<file path="src/rtl/if_id_pipe_reg_pkg.sv">
// ============================================================================
// if_id_pipe_reg_pkg : shared IF/ID constants (reset PC, exception code,
//                      NOP encoding, MIPS instruction field bit positions)
// Revision 1.0
// ============================================================================
`default_nettype none

package if_id_pipe_reg_pkg;

  localparam logic [31:0] PC_RESET  = 32'h0000_3000;
  localparam int          IM_WORDS  = 1024;
  localparam logic [4:0]  EXC_ADEL  = 5'd4;
  localparam logic [4:0]  EXC_NONE  = 5'd0;
  localparam logic [31:0] NOP_INSTR = 32'h0000_0000;

  localparam int OP_HI    = 31;
  localparam int OP_LO    = 26;
  localparam int RS_HI    = 25;
  localparam int RS_LO    = 21;
  localparam int RT_HI    = 20;
  localparam int RT_LO    = 16;
  localparam int RD_HI    = 15;
  localparam int RD_LO    = 11;
  localparam int SHAMT_HI = 10;
  localparam int SHAMT_LO = 6;
  localparam int FUNCT_HI = 5;
  localparam int FUNCT_LO = 0;
  localparam int IMM16_HI = 15;
  localparam int IMM16_LO = 0;
  localparam int IMM26_HI = 25;
  localparam int IMM26_LO = 0;

endpackage

`default_nettype wire

</file>
<file path="src/rtl/if_id_pipe_reg_instr_field_slice.sv">
// ============================================================================
// instr_field_slice : combinational split of a 32-bit MIPS word into fields
// Revision 1.0
// ============================================================================
`default_nettype none

module instr_field_slice (
  input  logic [31:0] instr_i,
  output logic [5:0]  op_o,
  output logic [4:0]  rs_o,
  output logic [4:0]  rt_o,
  output logic [4:0]  rd_o,
  output logic [4:0]  shamt_o,
  output logic [5:0]  funct_o,
  output logic [15:0] imm16_o,
  output logic [25:0] imm26_o
);

  import if_id_pipe_reg_pkg::*;

  assign op_o    = instr_i[OP_HI:OP_LO];
  assign rs_o    = instr_i[RS_HI:RS_LO];
  assign rt_o    = instr_i[RT_HI:RT_LO];
  assign rd_o    = instr_i[RD_HI:RD_LO];
  assign shamt_o = instr_i[SHAMT_HI:SHAMT_LO];
  assign funct_o = instr_i[FUNCT_HI:FUNCT_LO];
  assign imm16_o = instr_i[IMM16_HI:IMM16_LO];
  assign imm26_o = instr_i[IMM26_HI:IMM26_LO];

endmodule

`default_nettype wire

</file>
<file path="src/rtl/if_id_pipe_reg.sv">
// ============================================================================
// if_id_pipe_reg : IF/ID pipeline register with stall, flush and AdEL tagging.
// Optional perf counters enabled by macro IF_ID_PERF_CNT_EN.
// Revision 1.0
// ============================================================================
`default_nettype none

module if_id_pipe_reg #(
  parameter logic [31:0] PC_RESET = if_id_pipe_reg_pkg::PC_RESET,
  parameter int          IM_WORDS = if_id_pipe_reg_pkg::IM_WORDS,
  parameter logic [4:0]  EXC_ADEL = if_id_pipe_reg_pkg::EXC_ADEL
) (
  input  logic        clk,
  input  logic        reset,
  input  logic        stall,
  input  logic        flush,
  input  logic [31:0] f_instr,
  input  logic [31:0] f_pc,
  input  logic [31:0] f_pc4,
  output logic [31:0] d_instr,
  output logic [31:0] d_pc,
  output logic [31:0] d_pc4,
  output logic        d_valid,
  output logic [4:0]  d_excode,
  output logic [5:0]  d_op,
  output logic [5:0]  d_funct,
  output logic [4:0]  d_rs,
  output logic [4:0]  d_rt,
  output logic [4:0]  d_rd,
  output logic [4:0]  d_shamt,
  output logic [15:0] d_imm16,
`ifdef IF_ID_PERF_CNT_EN
  output logic [25:0] d_imm26,
  output logic [31:0] stall_cnt,
  output logic [31:0] flush_cnt
`else
  output logic [25:0] d_imm26
`endif
);

  import if_id_pipe_reg_pkg::NOP_INSTR;
  import if_id_pipe_reg_pkg::EXC_NONE;

  // Upper bound kept in 33 bits so a window ending at 2^32 cannot wrap.
  localparam logic [32:0] C_PC_LIMIT = {1'b0, PC_RESET} + (33'(IM_WORDS) << 2);
  localparam logic [31:0] C_PC4_RESET = PC_RESET + 32'd4;

  logic [31:0] instr_q, instr_d;
  logic [31:0] pc_q,    pc_d;
  logic [31:0] pc4_q,   pc4_d;
  logic        valid_q, valid_d;
  logic [4:0]  excode_q, excode_d;
  logic        w_bad_addr;

  assign w_bad_addr = (f_pc[1:0] != 2'b00) ||
                      (f_pc < PC_RESET) ||
                      ({1'b0, f_pc} >= C_PC_LIMIT);

  always_comb begin
    instr_d  = instr_q;
    pc_d     = pc_q;
    pc4_d    = pc4_q;
    valid_d  = valid_q;
    excode_d = excode_q;
    if (flush) begin
      instr_d  = NOP_INSTR;
      pc_d     = f_pc;
      pc4_d    = f_pc4;
      valid_d  = 1'b0;
      excode_d = EXC_NONE;
    end else if (!stall) begin
      pc_d    = f_pc;
      pc4_d   = f_pc4;
      valid_d = 1'b1;
      if (w_bad_addr) begin
        instr_d  = NOP_INSTR;
        excode_d = EXC_ADEL;
      end else begin
        instr_d  = f_instr;
        excode_d = EXC_NONE;
      end
    end
  end

  always_ff @(posedge clk or negedge reset) begin
    if (!reset) begin
      instr_q  <= NOP_INSTR;
      pc_q     <= PC_RESET;
      pc4_q    <= C_PC4_RESET;
      valid_q  <= 1'b0;
      excode_q <= EXC_NONE;
    end else begin
      instr_q  <= instr_d;
      pc_q     <= pc_d;
      pc4_q    <= pc4_d;
      valid_q  <= valid_d;
      excode_q <= excode_d;
    end
  end

  assign d_instr  = instr_q;
  assign d_pc     = pc_q;
  assign d_pc4    = pc4_q;
  assign d_valid  = valid_q;
  assign d_excode = excode_q;

  instr_field_slice u_slice (
    .instr_i (instr_q),
    .op_o    (d_op),
    .rs_o    (d_rs),
    .rt_o    (d_rt),
    .rd_o    (d_rd),
    .shamt_o (d_shamt),
    .funct_o (d_funct),
    .imm16_o (d_imm16),
    .imm26_o (d_imm26)
  );

`ifdef IF_ID_PERF_CNT_EN
  logic [31:0] stall_cnt_q;
  logic [31:0] flush_cnt_q;

  always_ff @(posedge clk or negedge reset) begin
    if (!reset) begin
      stall_cnt_q <= 32'd0;
      flush_cnt_q <= 32'd0;
    end else begin
      if (stall) stall_cnt_q <= stall_cnt_q + 32'd1;
      if (flush) flush_cnt_q <= flush_cnt_q + 32'd1;
    end
  end

  assign stall_cnt = stall_cnt_q;
  assign flush_cnt = flush_cnt_q;
`endif

endmodule

`default_nettype wire
</file>
<file path="config.mk">
export PLATFORM = sky130hd
export DESIGN_NAME = if_id_pipe_reg
export DESIGN_NICKNAME = d
export VERILOG_FILES = /design/src/rtl/if_id_pipe_reg_pkg.sv /design/src/rtl/if_id_pipe_reg_instr_field_slice.sv /design/src/rtl/if_id_pipe_reg.sv
export SDC_FILE = /design/constraint.sdc
export NUM_CORES = 1
export LEC_CHECK = 0
export CORE_MARGIN = 5
export CORE_UTILIZATION = 38
export DETAILED_ROUTE_END_ITERATION = 8
export PLACE_DENSITY = 0.8
export SETUP_SLACK_MARGIN = 0.05
export SLEW_MARGIN = 20
export SYNTH_ARGS = -nofsm -noshare
export SYNTH_HDL_FRONTEND = slang
export SYNTH_SLANG_ARGS = --single-unit
</file>
<file path="constraint.sdc">
create_clock -name clk -period 0.9 [get_ports clk]
set_input_delay 0.27 -clock clk [delete_from_list [all_inputs] [get_ports clk]]
set_output_delay 0.27 -clock clk [all_outputs]
set_load 0.005 [all_outputs]
</file>
==> flow_summary.json, run 1 <==
{
  "synth_area_leaders": "sky130_fd_sc_hd__dfrtp_1, sky130_fd_sc_hd__mux2_2, sky130_fd_sc_hd__buf_4",
  "critPathRequiredTime_ns": 1.12,
  "h-tree-depth": 3,
  "yosysSeqAreaShare": 0.516,
  "critPathArrivalTime_ns": 1.52,
  "cts-buffers-inserted": 9,
  "run_status": "complete, but fails checks",
  "cts_num_sinks": 98,
  "initial_antenna_violation_count": 0,
  "timing.critical_path.fanout_max": 7,
  "drt_iter0_drc": 189,
  "most-common-layout-cells": "sky130_fd_sc_hd__buf_2, sky130_fd_sc_hd__buf_6, sky130_fd_sc_hd__dfrtp_1",
  "syn_inst": 372,
  "root_buffer": "sky130_fd_sc_hd__clkbuf_16",
  "synth_top_area_cell": "sky130_fd_sc_hd__dfrtp_1",
  "min_period_ns": 1.30,
  "drive_above_1_share": 0.643,
  "area_growth_syn_to_layout_pct": 84.0,
  "clock_pin_transition_on_the_worst_setup_and_hold_timing_paths_ns": 0.07,
  "finalNetCount": 772,
  "ys_seq_elements": 98,
  "core.rowCount": 40,
  "postLayoutCoreUtil": 0.720,
  "floorplan.initialDensity": 0.391,
  "tritoncts_clock_tree": "done",
  "grt_remaining_overflow": 0,
  "vias_per_cell": 4.70,
  "full_die_area_um2": 14900,
  "worst-slew-pin-transition_ns": 0.555,
  "die_h_um": 122,
  "synth.top_cell.area_share": 0.489,
  "remaining_drc_errors": 0,
  "place.gp.congestion": 0.763,
  "core-area_um2": 12200,
  "drt_wl_total_mm": 17.4,
  "final_max_slew_viol_count": 0,
  "drtPass1Iterations": 4,
  "power-per-cell-area_nw_per_um2": 1240,
  "timing.critical_path.to_type": "flip-flop",
  "grt_setup_unrepaired": "yes",
  "placedCellCount": 733,
  "violations_in_the_final_reports": "negative setup slack",
  "ys.warnings.count": 0,
  "final_antenna_net_count": 0,
  "number_of_buffers_added_on_ports": 271,
  "post_route_insts_no_fill": 845,
  "clock_skew_ns": 0,
  "max_freq_mhz": 770,
  "avgSynthCellArea_um2": 12.8,
  "dr_total_vias": 3970,
  "timing.max_cap.violations": 0,
  "die_width_um": 122,
  "layout.cells.most_common": "sky130_fd_sc_hd__buf_2",
  "max-slew-margin-rel": 0.630,
  "grt_pass1_wl_mm": 24.3,
  "synth_cell_type_count": 21,
  "maximum_number_of_pins_on_one_net_before_global_route_repair": 30,
  "insertedDiodeCount": 0,
  "timing_worst_setup_path_type": "in -> reg",
  "final_hold_viol_count": 0,
  "hold_path_class": "in -> reg",
  "final_total_negative_setup_slack_ns": -63.29,
  "detailed_place_hpwl_mm": 10.5,
  "cts.path.max_buffers": 2,
  "ir_drop_uv": 869,
  "setup.worst_path.start_class": "input port",
  "insertion_delay_ns": 0.33,
  "pin_count": 276,
  "grtUsageTotal": 0.213,
  "setup_viol": 268,
  "synthesis.area_um2": 4760,
  "average_wire_per_standard_cell_um": 20.6,
  "layout_worst_path_cycle_share": 1.44,
  "first_global_vias": 4339,
  "layout_setup_ws_ns": -0.399,
  "p_leak_nw": 4.74
}
## state kept, by name, summed over array words and instances, names as in the netlist
name	count
d_excode	1
d_instr	32
d_pc4	32
d_pc	32
d_valid	1
## routing by layer
metal / global-route usage / vias to the layer above / share of wire
met5: 0 / - / 0
met4: 0.0812 / 0 / 0.027
met3: 0.0631 / 29 / 0.087
met2: 0.407 / 202 / 0.55
met1: 0.218 / 1957 / 0.34
li1: - / 1782 / -
## worst paths after layout
path,startpoint,to,slack (ns),cells past startpoint
max in group asynchronous,reset,d_pc4[13]$_DFFE_PN1P_,0.12,3
hold reg to reg,d_pc4[29]$_DFFE_PN0P_,d_pc4[29]$_DFFE_PN0P_,0.51,1
min in group asynchronous,reset,d_pc4[31]$_DFFE_PN0P_,0.33,2
setup / recovery,f_pc[18],d_instr[1]$_DFFE_PN0P_,-0.40,6
setup reg to reg,d_instr[1]$_DFFE_PN0P_,d_instr[1]$_DFFE_PN0P_,-0.19,4
hold / removal,f_pc[31],d_pc[31]$_DFFE_PN0P_,0.16,2
## through the flow
step | setup WS, ns | cell area [um2] | power (mW) | hold WS (ns)
after floorplan | -0.406 | 4830 | 5.36 | -0.0256
after global routing | -0.437 | 8760 | 11.3 | 0.150
after global placement | -1.00 | 7260 | 6.54 | 0.155
final | -0.399 | 8760 | 10.9 | 0.162
after detailed placement | -1.06 | 7260 | 6.58 | 0.153
after CTS | -0.404 | 8370 | 10.8 | 0.165
## power by group
group / total, mW / internal [mW] / switching [mW]
logic: 1.92 / 1.18 / 0.740
registers: 4.80 / 4.67 / 0.136
clock network: 4.18 / 2.46 / 1.72
## critical path, cell delays in order
cell and delay, ns:
sky130_fd_sc_hd__buf_8 0.10, sky130_fd_sc_hd__nor4_4 0.36, sky130_fd_sc_hd__nand4_4 0.20, sky130_fd_sc_hd__buf_6 0.19
sky130_fd_sc_hd__buf_16 0.15, sky130_fd_sc_hd__o41ai_4 0.25
## cell families (layout without fill, tap and decap cells)
kind of cell	Yosys count	count (layout)	synth area share
and+or+nand+nor	41	41	0.0470
DFF	98	98	0.516
other	1	4	0.000788
muxes	64	64	0.151
buffers and inverters	133	435	0.176
AOI/OAI and AO/OA	35	35	0.108
## cell type report
| cell class | count | area [um2] |
|---|---|---|
| Multi-Input combinational cell | 144 | 2040 |
| Timing Repair Buffer | 385 | 3600 |
| Clock inverter | 5 | 86.3 |
| Fill cell | 787 | 3400 |
| Clock buffer | 11 | 233 |
| Inverter | 34 | 128 |
| Sequential cell | 98 | 2460 |
| Tap cell | 168 | 210 |
## Yosys cell counts (all sizes together)
cell type / number
o21a: 1
o41ai: 32
nor4: 4
nor2b: 1
nand2: 33
and4bb: 1
dfstp: 5
buf: 94
inv: 34
conb: 1
nand4: 1
mux2: 64
a21oi: 2
clkbuf: 5
dfrtp: 93
nor3: 1
## what timing repair did
item | 4_1_cts | 5_1_grt
resized for setup | 923 | 82
endpoints found under the setup margin | 270 | 287
pin swaps | 36 | 18
buffers inserted | 71 | 22
endpoints found under the hold margin | 9 | 0
gates cloned | 13 | 0
hold buffers | 1 | 0
Note: power is estimated with default switching activity, not from simulation.
==> inputs of run 2 (changes only) <==
Settings changed: CTS_CLUSTER_DIAMETER from default to 150, GPL_TIMING_DRIVEN from default to 0.
==> flow_summary.json, run 2 (synthesis gave the netlist of run 1 again) <==
{
  "run_status": "complete, but fails checks",
  "violations_in_the_final_reports": "negative hold slack, negative setup slack",
  "core.rowCount": 40,
  "timing_worst_setup_path_type": "reg -> out",
  "timing.critical_path.fanout_max": 4,
  "floorplan.initialDensity": 0.391,
  "layout_worst_path_cycle_share": 1.58,
  "final_total_negative_setup_slack_ns": -75.55,
  "ir_drop_uv": 1040,
  "max-slew-margin-rel": 0.623,
  "min_period_ns": 1.42,
  "layout.cells.most_common": "sky130_fd_sc_hd__buf_6",
  "finalNetCount": 871,
  "number_of_buffers_added_on_ports": 270,
  "most-common-layout-cells": "sky130_fd_sc_hd__buf_6, sky130_fd_sc_hd__buf_2, sky130_fd_sc_hd__clkdlybuf4s50_1",
  "hold_path_class": "in -> async",
  "critPathRequiredTime_ns": 0.63,
  "drt_iter0_drc": 150,
  "end_of_the_worst_register_to_register_path": "d_instr[9]$_DFFE_PN0P_",
  "root_buffer": "sky130_fd_sc_hd__clkbuf_16",
  "initial_antenna_violation_count": 1,
  "remaining_drc_errors": 0,
  "rr_worst_depth": 5,
  "clock_pin_transition_on_the_worst_setup_and_hold_timing_paths_ns": 0.07,
  "post-place-ws_ns": -1.18,
  "timing.max_cap.violations": 0,
  "max_freq_mhz": 703,
  "dr_total_vias": 4496,
  "final_antenna_net_count": 0,
  "timing.critical_path.to_type": "primary output",
  "vias_per_cell": 4.76,
  "clock_skew_ns": 0,
  "p_leak_nw": 5.39,
  "cts.path.max_buffers": 2,
  "die_h_um": 122,
  "first_global_vias": 4702,
  "average_wire_per_standard_cell_um": 21.7,
  "power-per-cell-area_nw_per_um2": 1100,
  "layout_setup_ws_ns": -0.523,
  "critPathArrivalTime_ns": 1.15,
  "drive_above_1_share": 0.707,
  "critical_path.startpoint": "d_instr[11]$_DFFE_PN0P_",
  "maximum_number_of_pins_on_one_net_before_global_route_repair": 55,
  "full_die_area_um2": 14900,
  "final_hold_viol_count": 42,
  "setup.worst_path.start_class": "flip-flop",
  "tritoncts_clock_tree": "done",
  "area_growth_syn_to_layout_pct": 112,
  "setup_viol": 269,
  "grt_remaining_overflow": 0,
  "postLayoutCoreUtil": 0.830,
  "h-tree-depth": 3,
  "core-area_um2": 12200,
  "pin_count": 276,
  "grtUsageTotal": 0.232,
  "grt_pass1_wl_mm": 26.6,
  "worst-slew-pin-transition_ns": 0.566,
  "n_fill_cell": 606,
  "die_width_um": 122,
  "worst_r2r_startpoint": "d_instr[9]$_DFFE_PN0P_",
  "reg2reg_slack_ns": -0.29,
  "detailed_place_hpwl_mm": 11.3,
  "cts_num_sinks": 98,
  "whs_ns": -0.156,
  "cts-buffers-inserted": 9,
  "drt_wl_total_mm": 20.5,
  "insertion_delay_ns": 0.34,
  "crit_path_end": "d_imm26[11]",
  "place.gp.congestion": 0.724,
  "final_max_slew_viol_count": 0,
  "total_power_mw": 11.1,
  "grt_setup_unrepaired": "yes",
  "drtPass1Iterations": 4
}
[run 2: cell types whose count changed in the layout (fill, tap and decap cells not counted), sizes merged]
cell,change
buf,+96
clkbuf,+5
dlygate4sd3,-1
inv,-1
clkinvlp,+1
clkinv,-1
diode,+1
[run 2: area by class of cell]
type	instances	area (um2)	share of cell area
Clock inverter	4	76.3	0.00756
Buffer	94	1110	0.110
Timing Repair Buffer	390	3780	0.374
Multi-Input combinational cell	144	2060	0.204
Clock buffer	12	246	0.0244
Tap cell	168	210	0.0208
Inverter	34	128	0.0126
Antenna cell	1	2.50	0.000248
Sequential cell	98	2480	0.246
[run 2: per-stage QoR]
step	hold WS (ns)	cell area (um2)	instances
2_1_floorplan	-0.0256	4830	375
3_3_place_gp	0.488	7740	813
3_5_place_dp	0.226	7770	814
4_1_cts	-0.144	9380	917
5_1_grt	-0.128	10100	945
6_report	-0.156	10100	945
[run 2: worst max-delay path, stage by stage, from the launching register on]
cell and delay (ns):
sky130_fd_sc_hd__dfrtp_2 0.46, sky130_fd_sc_hd__buf_6 0.14, sky130_fd_sc_hd__buf_6 0.10, sky130_fd_sc_hd__buf_6 0.11
[run 2: layer usage]
layer,up-vias,part of all wire,track usage
met4,0,0.038,0.101
met2,229,0.54,0.430
met5,-,0,0
met3,59,0.076,0.0617
li1,1987,-,-
met1,2221,0.35,0.247
[run 2: how the worst min path moves through the flow]
stage,from,to,slack [ns],depth (start not counted)
after CTS,reset,d_pc[0]$_DFFE_PN0P_,-0.14,1
after detailed placement,reset,d_pc4[28]$_DFFE_PN0P_,0.23,1
after floorplan,reset,d_excode[2]$_DFFE_PN0P_,-0.03,0
after global placement,d_pc4[21]$_DFFE_PN0P_,d_pc4[21]$_DFFE_PN0P_,0.49,1
after global routing,reset,d_pc[2]$_DFFE_PN0P_,-0.13,1
final,reset,d_pc[0]$_DFFE_PN0P_,-0.16,1
[run 2: report_power, final]
| part | leakage [nW] | total [mW] | switching (mW) | internal (mW) |
|---|---|---|---|---|
| Sequential | 1.18 | 4.80 | 0.138 | 4.67 |
| Combinational | 4.05 | 2.10 | 0.792 | 1.31 |
| Clock | 0.153 | 4.23 | 1.71 | 2.52 |
| Total | 5.39 | 11.1 | 2.64 | 8.50 |
[run 2: timing repair]
item / 4_1_cts / 5_1_grt
buffers inserted: 77 / 38
cloned: 13 / 0
setup endpoints to repair: 269 / 270
hold endpoints to repair: 42 / 42
pin swaps: 39 / 14
gates resized for setup: 1053 / 127
